==> src/rtl/dsm_pkg.sv <==
// Shared types and parameter derivations for the sample serializer.
package dsm_pkg;

  typedef enum logic [1:0] {
    ST_IDLE = 2'd0,
    ST_LEAD = 2'd1,
    ST_BYTE = 2'd2
  } state_t;

  function automatic int nbytes(input int sample_w);
    return sample_w / 8;
  endfunction

  function automatic int level_w(input int depth);
    return $clog2(depth) + 1;
  endfunction

endpackage

==> src/rtl/dsm_sync_fifo.sv <==
// Single-clock sample FIFO with occupancy count; read data is the head entry.
module dsm_sync_fifo
  import dsm_pkg::*;
#(
  parameter int WIDTH = 24,
  parameter int DEPTH = 4
) (
  input  logic                        clk,
  input  logic                        rst,
  input  logic                        wr_en,
  input  logic [WIDTH-1:0]            wr_data,
  input  logic                        rd_en,
  output logic [WIDTH-1:0]            rd_data,
  output logic [level_w(DEPTH)-1:0]   level,
  output logic                        full,
  output logic                        empty
);

  localparam int AW = $clog2(DEPTH);
  localparam int LW = level_w(DEPTH);

  logic [WIDTH-1:0] mem [DEPTH];
  logic [AW-1:0]    wr_ptr;
  logic [AW-1:0]    rd_ptr;
  logic             do_wr;
  logic             do_rd;

  assign full    = (level == LW'(DEPTH));
  assign empty   = (level == '0);
  assign do_rd   = rd_en && !empty;
  // a write into a full FIFO is legal when the head leaves in the same cycle
  assign do_wr   = wr_en && (!full || do_rd);
  assign rd_data = mem[rd_ptr];

  always_ff @(posedge clk) begin
    if (do_wr) mem[wr_ptr] <= wr_data;
  end

  always_ff @(posedge clk or posedge rst) begin
    if (rst) begin
      wr_ptr <= '0;
      rd_ptr <= '0;
      level  <= '0;
    end else begin
      if (do_wr) wr_ptr <= wr_ptr + AW'(1);
      if (do_rd) rd_ptr <= rd_ptr + AW'(1);
      case ({do_wr, do_rd})
        2'b10:   level <= level + LW'(1);
        2'b01:   level <= level - LW'(1);
        default: level <= level;
      endcase
    end
  end

endmodule

==> src/rtl/dsm_sample_serializer.sv <==
// Buffers decimated samples and emits each as a strobed lead-in followed by
// its bytes MSB first, each byte held for a fixed number of clocks.
module dsm_sample_serializer
  import dsm_pkg::*;
#(
  parameter int SAMPLE_W    = 24,
  parameter int FIFO_DEPTH  = 4,
  parameter int LEAD_CYCLES = 32,
  parameter int BYTE_CYCLES = 16
) (
  input  logic                              clk,
  input  logic                              rst,
  input  logic                              in_valid,
  input  logic [SAMPLE_W-1:0]               in_data,
  output logic                              in_ready,
  output logic [7:0]                        out_byte,
  output logic                              out_strobe,
  output logic                              out_busy,
  output logic [1:0]                        byte_idx,
  output logic [level_w(FIFO_DEPTH)-1:0]    fifo_level,
  output logic                              overflow,
  input  logic                              clr_overflow
);

  localparam int NBYTES = nbytes(SAMPLE_W);
  localparam int MAXC   = (LEAD_CYCLES > BYTE_CYCLES) ? LEAD_CYCLES : BYTE_CYCLES;
  localparam int CNT_W  = $clog2(MAXC) + 1;
  localparam logic [CNT_W-1:0] LEAD_LOAD = CNT_W'(LEAD_CYCLES - 1);
  localparam logic [CNT_W-1:0] BYTE_LOAD = CNT_W'(BYTE_CYCLES - 1);
  localparam logic [1:0]       LAST_IDX  = 2'(NBYTES - 1);

  state_t              state;
  logic [CNT_W-1:0]    cnt;
  logic [SAMPLE_W-1:0] shreg;
  logic                ready_en;
  logic [SAMPLE_W-1:0] fifo_head;
  logic                fifo_full;
  logic                fifo_empty;
  logic                frame_end;
  logic                pop;
  logic                push;
  logic                drop;

  assign frame_end = (state == ST_BYTE) && (cnt == '0) && (byte_idx == LAST_IDX);
  assign pop       = !fifo_empty && ((state == ST_IDLE) || frame_end);
  // ready depends only on registered state, so there is no input-to-output path
  assign in_ready  = ready_en && (!fifo_full || pop);
  assign push      = in_valid && in_ready;
  assign drop      = in_valid && !in_ready;

  dsm_sync_fifo #(
    .WIDTH (SAMPLE_W),
    .DEPTH (FIFO_DEPTH)
  ) u_fifo (
    .clk     (clk),
    .rst     (rst),
    .wr_en   (push),
    .wr_data (in_data),
    .rd_en   (pop),
    .rd_data (fifo_head),
    .level   (fifo_level),
    .full    (fifo_full),
    .empty   (fifo_empty)
  );

  always_ff @(posedge clk or posedge rst) begin
    if (rst) begin
      state      <= ST_IDLE;
      cnt        <= '0;
      shreg      <= '0;
      out_byte   <= 8'h00;
      out_strobe <= 1'b0;
      out_busy   <= 1'b0;
      byte_idx   <= 2'd0;
    end else begin
      case (state)
        ST_IDLE: begin
          if (pop) begin
            state      <= ST_LEAD;
            shreg      <= fifo_head;
            cnt        <= LEAD_LOAD;
            out_strobe <= 1'b1;
            out_busy   <= 1'b1;
            out_byte   <= 8'h00;
            byte_idx   <= 2'd0;
          end
        end
        ST_LEAD: begin
          if (cnt == '0) begin
            state      <= ST_BYTE;
            cnt        <= BYTE_LOAD;
            out_strobe <= 1'b0;
            out_byte   <= shreg[SAMPLE_W-1 -: 8];
            shreg      <= shreg << 8;
            byte_idx   <= 2'd0;
          end else begin
            cnt <= cnt - CNT_W'(1);
          end
        end
        ST_BYTE: begin
          if (cnt != '0) begin
            cnt <= cnt - CNT_W'(1);
          end else if (byte_idx != LAST_IDX) begin
            cnt      <= BYTE_LOAD;
            out_byte <= shreg[SAMPLE_W-1 -: 8];
            shreg    <= shreg << 8;
            byte_idx <= byte_idx + 2'd1;
          end else if (pop) begin
            // next frame starts with no idle gap
            state      <= ST_LEAD;
            shreg      <= fifo_head;
            cnt        <= LEAD_LOAD;
            out_strobe <= 1'b1;
            out_byte   <= 8'h00;
            byte_idx   <= 2'd0;
          end else begin
            state    <= ST_IDLE;
            out_busy <= 1'b0;
            out_byte <= 8'h00;
            byte_idx <= 2'd0;
          end
        end
        default: begin
          state      <= ST_IDLE;
          out_strobe <= 1'b0;
          out_busy   <= 1'b0;
          out_byte   <= 8'h00;
          byte_idx   <= 2'd0;
        end
      endcase
    end
  end

  always_ff @(posedge clk or posedge rst) begin
    if (rst) begin
      overflow <= 1'b0;
      ready_en <= 1'b0;
    end else begin
      ready_en <= 1'b1;
      if (drop)              overflow <= 1'b1;
      else if (clr_overflow) overflow <= 1'b0;
    end
  end

endmodule

==> config.mk <==
export PLATFORM = sky130hd
export DESIGN_NAME = dsm_sample_serializer
export DESIGN_NICKNAME = d
export VERILOG_FILES = /design/src/rtl/dsm_pkg.sv /design/src/rtl/dsm_sync_fifo.sv /design/src/rtl/dsm_sample_serializer.sv
export SDC_FILE = /design/constraint.sdc
export NUM_CORES = 1
export LEC_CHECK = 0
export ABC_CLOCK_PERIOD_IN_PS = 3400
export CAP_MARGIN = 15
export CORE_ASPECT_RATIO = 1.25
export CORE_MARGIN = 8
export CORE_UTILIZATION = 30
export CTS_BUF_LIST = sky130_fd_sc_hd__clkbuf_4 sky130_fd_sc_hd__clkbuf_8 sky130_fd_sc_hd__clkbuf_16
export CTS_CLUSTER_SIZE = 16
export DETAILED_ROUTE_END_ITERATION = 12
export PLACE_DENSITY = 0.49
export SLEW_MARGIN = 30
export SYNTH_ARGS = -nofsm -noshare
export SYNTH_HDL_FRONTEND = slang
export SYNTH_SLANG_ARGS = --single-unit
==> constraint.sdc <==
create_clock -name clk -period 3.4 [get_ports clk]
set_input_delay 0.68 -clock clk [delete_from_list [all_inputs] [get_ports clk]]
set_output_delay 0.68 -clock clk [all_outputs]
set_load 0.01 [all_outputs]
==> metrics.md, run 1 <==
| Metric | Value |
|---|---|
| Outcome | `completed` |
| Antenna Nets Post-Route | `0` |
| Seq/Total Area, Yosys | `0.6669` |
| GR Util All Layers | `0.1083` |
| Vias in the first global route | `roughly 3900` |
| First drt pass iteration count | `4` |
| Post-Syn Instances | `approximately 400` |
| Pin count of the biggest net entering global routing | `34` |
| Die X | `~150 um` |
| Port Buffers | `44` |
| Clk slew on worst S/H paths | `about 70 ps` |
| Synthesized flop and latch total | `~150` |
| Largest area contributor in the netlist | `edfxtp_1` |
| Nets | `between 400 and 500` |
| Min-delay worst type | `flop to flop` |
| Post-DP HPWL | `around 8800 um` |
| Residual DRC | `0` |
| VDD IR max | `0.3261 mV` |
| Tcrit/Tclk final | `0.9512` |
| Power density over the cells | `between 500 and 600 nW/um^2` |
| Rows | `59` |
| Final hold vios | `0` |
| Adder-Cell Fraction of Synth Area | `0.02498` |
| Die height | `between 150 and 200 um` |
| H-tree depth | `4` |
| CTS Buffer Depth | `2` |
| Worst-path maximum fanout | `5` |
| Worst hold path endpoint | `shreg[22]$_DFFE_PP0P_` |
| Worst slew margin | `0.5652` |
| Data required, critical path | `approximately 2700 ps` |
| Hold Crit Start | `shreg[14]$_DFFE_PP0P_` |
| R2R depth | `13` |
| Post-synth EDFFs | `96` |
| Compound-gate portion of the synthesized area | `0.1104` |
| Simple-Gate Fraction of Synth Area | `0.06186` |
| Asr flop ratio synth | `0.3557` |
| Core footprint | `20740 um^2` |
| Highest routed layer | `met4` |
| Fmax | `~310 MHz` |
| Xor/xnor share of the synthesized area | `0.009715` |
| Unrepaired setup endpoints after global routing | `no` |
| Static Leak | `~2.7 nW` |
| Max-slew violations | `0` |
| Initial drt markers | `between 150 and 200` |
| Startpoint Class | `flop` |
| Combinational share of power | `0.094` |
| Synthesized area | `about 6300 um^2` |
| Syn. warnings | `0` |
| Hold buffer count at CTS | `0` |
| Syn-to-layout area delta | `21.79%` |
| Synth top cells by count | `96 x edfxtp_1, 53 x dfrtp_1, 26 x inv_1` |
| Share of layout cells above drive strength 1 | `0.1880` |
| Grt ovf | `0` |
| Fin crit period | `3234 ps` |
| Setup TNS | `0 ps` |
| CP Class | `flop to output pin` |
| Worst Path Arrival | `approximately 2600 ps` |
| Final setup fails | `0` |
| Area of the multi-input gates | `1917 um^2` |
| Sw Share | `0.2465` |
| TritonCTS Buffers | `17` |
| Clock latency on the worst-skew pair | `between 400 and 500 ps` |
| Mapped Nets | `around 440` |
| CTS Sinks | `~150` |
| Routed wl met3 | `~480 um` |
| First-pass GRT wire length | `~22000 um` |
| Fillers | `between 1500 and 2000` |
| Sequential power share | `0.498` |
| Wl on met1 | `between 5000 and 6000 um` |
| Slew @ Worst Pin | `651.3 ps` |
| Top-area cell type share of the netlist area | `0.4568` |
| Vias/cell | `~4.9` |
| Top FF cell, synth | `edfxtp_1` |
| Internal power | `about 3.3 mW` |
| Post-CTS Setup Bufs | `0` |
| Initial Utilization | `0.3042` |
| CTS tree | `yes` |
| Final wirelength | `~13000 um` |
| WL met2 | `between 7000 and 8000 um` |
| Final worst setup slack | `between 150 and 200 ps` |
| Dpl ws | `about 600 ps` |
| Clock Power Share | `0.409` |
| Yosys cell types | `between 50 and 60` |
| Reg-to-reg endpoint | `u_fifo.level[2]$_DFFE_PP0P_` |
| Register area | `approximately 4200 um^2` |
| Top-count cell post-synth | `edfxtp_1` |
| Final RePlAce weighted congestion | `about 0.83` |
| Mux cell area share after synthesis | `0.09437` |
| Largest family of logic cells by synthesized area | `compound AO/OA/AOI/OAI gates` |
| Die footprint | `between 20000 and 30000 um^2` |
| WL/cell | `18.13 um` |
| Initial antenna violation count | `0` |
| R2R setup slack | `approximately 630 ps` |
| Depth of the worst hold-timing path | `1` |
| Sw power | `between 1 and 1.5 mW` |
| MaxCap Viol Count | `0` |
| Origin of the critical flop-to-flop path | `cnt[0]$_DFFE_PP0P_` |
| Root buf cell | `clkbuf_16` |
| Max Clock Skew | `7.511 ps` |
| Vias | `about 3600` |
| # IOs | `between 40 and 50` |
| Critical Path Sink Type | `output pin` |
| Synthesized area per cell | `~16 um^2` |
| N_diodes | `0` |
| Main area contributors after synthesis | `edfxtp_1 46%, dfrtp_1 21%, mux4_2 8.6%` |
power by group through the flow:
stage	registers, mW	logic [mW]	clock network, mW
after floorplan	2.19	0.219	0
after global placement	2.19	0.415	0
after detailed placement	2.20	0.419	0
after CTS	2.16	0.420	1.81
after global routing	2.17	0.453	1.87
final	2.16	0.406	1.77
worst max path at each step:
stage / to / slack [ps] / from
global placement: in_ready / 640 / cnt[0]$_DFFE_PP0P_
global route: in_ready / 50 / cnt[0]$_DFFE_PP0P_
detailed placement: in_ready / 600 / state[0]$_DFFE_PP0P_
floorplan: u_fifo.mem[0][0]$_DFFE_PP_ / 770 / cnt[0]$_DFFE_PP0P_
finish: in_ready / 170 / cnt[0]$_DFFE_PP0P_
CTS: in_ready / 120 / state[0]$_DFFE_PP0P_
final cells by class:
cell class              count  area share
well taps                 274     0.04460
clock inverters            13     0.01514
flip-flops and latches    149      0.5478
repair buffers             56     0.07228
multi-input cells         205      0.2494
clock buffers              19     0.05811
inverters                  26     0.01270
metal layers:
metal | up-vias | global-route usage
li1 | 1679 | -
met1 | 1843 | 0.1250
met2 | 76 | 0.1883
met3 | 22 | 0.02766
met4 | 0 | 0.04607
met5 | - | 0
through the flow:
step / util / total power, mW / cell area [um^2] / hold slack [ps] / std cells
after floorplan: - / 2.410 / 6311 / 472.7 / 399
after global placement: 0.3430 / 2.601 / 7114 / 494.7 / 710
after detailed placement: 0.3430 / 2.616 / 7114 / 496.8 / 710
after CTS: 0.3701 / 4.390 / 7677 / 511.3 / 742
after global routing: 0.3705 / 4.498 / 7686 / 533.5 / 742
final: 0.3705 / 4.333 / 7686 / 507.0 / 742
flip-flops by register name, summed over array words and instances (netlist names), 2 cells and up:
name / count
u_fifo.rd_ptr: 2
byte_idx: 2
u_fifo.mem: 96
state: 2
u_fifo.level: 3
out_byte: 8
cnt: 6
shreg: 24
u_fifo.wr_ptr: 2
placed cells by master, fill, tap and decap left out, drive strengths merged, types with 3 or more instances in the layout:
cell	netlist	layout
edfxtp	96	96
dfrtp	53	53
clkdlybuf4s50	0	44
inv	26	32
mux4	24	24
o21ai	24	24
clkbuf	9	19
nor3b	16	16
a21oi	16	16
a221o	16	16
buf	10	12
nand3	11	11
ha	11	11
nor2	9	9
o31ai	9	9
nor3	8	8
a211oi	5	5
a221oi	5	5
and2	5	5
xnor2	4	4
mux2	4	4
clkinvlp	0	4
a31oi	3	3
xor2	3	3
clkinv	0	3
kinds of logic (layout without fill, tap and decap cells):
logic type / after synthesis / after routing
DFF: 149 / 149
AOI/OAI and AO/OA: 91 / 91
and+or+nand+nor: 65 / 65
buffers and inverters: 45 / 114
muxes: 29 / 29
adders and majority gates: 12 / 12
xor gates and xnor gates: 7 / 7
other: 1 / 1
critical path: stages (launching register included):
cell and delay (ps):
dfrtp_1 410, inv_1 130, ha_1 170, or2b_1 340
o31ai_4 340, o21a_1 200, clkdlybuf4s50_1 540
repair_timing:
action,CTS,global route
gates resized for setup,0,1
endpoints found under the hold margin,0,0
setup endpoints to repair,0,1
(Power assumes the default switching activity.)
==> inputs of run 2 (changes only) <==
- CORE_MARGIN: 8 -> default
==> run 2 against run 1 <==
Global-route usage rose by 2.7 points. Core utilization rose by 0.85 points. Worst hold slack worse by 5.6 ps. Clock power is 10% higher. Non-clock buffer count rose by 3. Combinational power is essentially flat. Critical path depth is the same. Clock skew hardly changed. Design area rose by 0.55%. Die area decreased by 17%. Critical endpoint unchanged. Highest routed layer unchanged.
==> metrics.md, run 2 (synthesis results as in run 1) <==
| Metric | Value |
|---|---|
| Outcome | `completed` |
| Worst Path Arrival | `2560 ps (about the same)` |
| Final setup fails | `0 (unchanged)` |
| Static Leak | `2.769 nW (+1.2%)` |
| Register area | `4210 um^2 (unchanged)` |
| Area of the multi-input gates | `1909 um^2 (-0.39%)` |
| Tcrit/Tclk final | `0.9522 (+0.001032)` |
| MaxCap Viol Count | `0 (unchanged)` |
| Final hold vios | `0 (unchanged)` |
| Combinational share of power | `0.091 (-0.003)` |
| # IOs | `45 (unchanged)` |
| Critical Path Sink Type | `output pin` |
| R2R setup slack | `610 ps (-20 ps)` |
| Depth of the worst hold-timing path | `1 (unchanged)` |
| CTS Sinks | `149 (unchanged)` |
| Setup TNS | `0 ps (unchanged)` |
| Die footprint | `21620 um^2 (-17%)` |
| Residual DRC | `0 (unchanged)` |
| CTS Buffer Depth | `2 (unchanged)` |
| Syn-to-layout area delta | `22.46%` |
| Slew @ Worst Pin | `688.7 ps (+37.43 ps)` |
| Vias in the first global route | `3819 (-2.3%)` |
| Core footprint | `20390 um^2 (-1.7%)` |
| R2R depth | `13 (unchanged)` |
| Max Clock Skew | `7.897 ps (+0.3869 ps)` |
| Port Buffers | `44 (unchanged)` |
| WL/cell | `18.19 um (+0.29%)` |
| Unrepaired setup endpoints after global routing | `no` |
| Initial antenna violation count | `0 (unchanged)` |
| Pin count of the biggest net entering global routing | `54 (+59%)` |
| Worst-path cell chain | `inv_1 > ha_1 > nand3b_1 > o31ai_4 > o21a_1 > clkdlybuf4s50_1` |
| VDD IR max | `0.3639 mV (+12%)` |
| TritonCTS Buffers | `17 (unchanged)` |
| Min-delay worst type | `flop to flop` |
| CP Class | `flop to output pin` |
| Post-DP HPWL | `8805 um (-0.22%)` |
| Top reg by flops | `u_fifo.mem` |
| Slowest-stage cell, CP | `clkdlybuf4s50_1` |
| Final wirelength | `13480 um (+0.16%)` |
| Largest stage delay, worst path | `540 ps (about the same)` |
| Share of layout cells above drive strength 1 | `0.1868 (-0.001198)` |
| Worst-path maximum fanout | `11 (+6)` |
| Vias/cell | `4.888 (+0.19%)` |
| Clk slew on worst S/H paths | `60 ps (about the same)` |
| First drt pass iteration count | `4 (unchanged)` |
| Fmax | `308.9 MHz (-0.11%)` |
| Die height | `164.2 um (-7.9%)` |
| Hold Crit Start | `shreg[3]$_DFFE_PP0P_` |
| Post-CTS sizing | `0 (unchanged)` |
| Origin of the critical flop-to-flop path | `state[0]$_DFFE_PP0P_` |
| Die X | `131.7 um (-9.6%)` |
| Final RePlAce weighted congestion | `0.8177 (-1.2%)` |
| Worst slew margin | `0.5409 (-0.02432)` |
| Sequential power share | `0.478 (-0.020)` |
| Grt ovf | `0 (unchanged)` |
| Internal power | `3.459 mW (+5.9%)` |
| Biggest regs | `u_fifo.mem: 96 flops, shreg: 24 flops, out_byte: 8 flops` |
| Post-CTS Setup Bufs | `0 (unchanged)` |
| Sw Share | `0.2346 (-0.01198)` |
| Clock latency on the worst-skew pair | `420 ps (about the same)` |
| GR Util All Layers | `0.1351 (+0.02679)` |
| Most frequent cells in the layout | `96 x edfxtp_1, 52 x dfrtp_1, 44 x clkdlybuf4s50_1` |
| First-pass GRT wire length | `21870 um (+1.4%)` |
| Clock Power Share | `0.431 (+0.022)` |
| Nets | `498 (+0.61%)` |
| N_diodes | `0 (unchanged)` |
| Final instance area | `7729 um^2 (+0.55%)` |
| CP startpoint | `state[0]$_DFFE_PP0P_` |
| Initial drt markers | `184 (+6.4%)` |
| Post-DP Area | `7108 um^2 (about the same)` |
| Commonest non-fill, non-tap cell in the layout | `edfxtp_1` |
| Vias | `3622 (+0.055%)` |
| Fin crit period | `3238 ps (+3.510 ps)` |
| Fillers | `1887 (-3.7%)` |
| Root buf cell | `clkbuf_16` |
| Sw power | `1.060 mW (-0.79%)` |
| Power density over the cells | `584.7 nW/um^2 (+3.7%)` |
| Max reg flops | `96 (unchanged)` |
| Initial Utilization | `0.3095 (+0.005246)` |
| Rows | `58 (-1.7%)` |
| Reg-to-reg endpoint | `u_fifo.level[2]$_DFFE_PP0P_` |
| Worst hold path endpoint | `shreg[11]$_DFFE_PP0P_` |
| CTS tree | `yes` |
| Data required, critical path | `2720 ps (about the same)` |
| Max-slew violations | `0 (unchanged)` |
| Hold buffer count at CTS | `0 (unchanged)` |
| Startpoint Class | `flop` |
| Antenna Nets Post-Route | `0 (unchanged)` |
| H-tree depth | `4 (unchanged)` |
==> run 2: worst max path at each step <==
| stage | endpoint | cells after the start | slack, ps |
|---|---|---|---|
| floorplan | u_fifo.mem[0][0]$_DFFE_PP_ | 6 | 770 |
| global placement | in_ready | 6 | 660 |
| detailed placement | in_ready | 6 | 630 |
| CTS | in_ready | 6 | 160 |
| global route | in_ready | 6 | 40 |
| finish | in_ready | 6 | 160 |
==> run 2: cell type report <==
type / count / share of cell area
repair buffers: 59 / 0.07156
flip-flops and latches: 149 / 0.5448
clock buffers: 17 / 0.05504
well taps: 270 / 0.04371
clock inverters: 15 / 0.02525
inverters: 26 / 0.01263
multi-input cells: 205 / 0.2470
==> run 2: worst max-delay path, delay by kind of cell (launching register included) <==
family / cells / cell delay [ps]
flops: 1 / 410
buf+inv: 2 / 650
simple gates: 1 / 230
compound gates: 2 / 490
fa+ha+maj: 1 / 370
==> run 2: power by group through the flow <==
stage                     sequential, mW  clock [mW]  combinational, mW
after global routing                2.17        2.06              0.452
after floorplan                     2.19           0              0.219
final                               2.16        1.95              0.409
after global placement              2.19           0              0.406
after detailed placement            2.20           0              0.419
after CTS                           2.16        1.99              0.421
==> run 2: routing by layer <==
| metal | vias up | global-route usage | part of all wire |
|---|---|---|---|
| li1 | 1684 | - | - |
| met1 | 1833 | 0.1609 | 0.43 |
| met2 | 86 | 0.2412 | 0.53 |
| met3 | 19 | 0.02994 | 0.026 |
| met4 | 0 | 0.04440 | 0.014 |
| met5 | - | 0 | 0 |
==> run 2: through the flow <==
stage,hold slack (ps),std cells,total power [mW],setup WS (ps),util
2_1_floorplan,472.7,399,2.410,772.2,-
3_3_place_gp,485.8,709,2.596,659.3,0.3485
3_5_place_dp,485.0,709,2.621,633.3,0.3486
4_1_cts,499.9,741,4.574,160.4,0.3790
5_1_grt,513.6,741,4.689,37.70,0.3790
6_report,501.3,741,4.519,162.4,0.3790
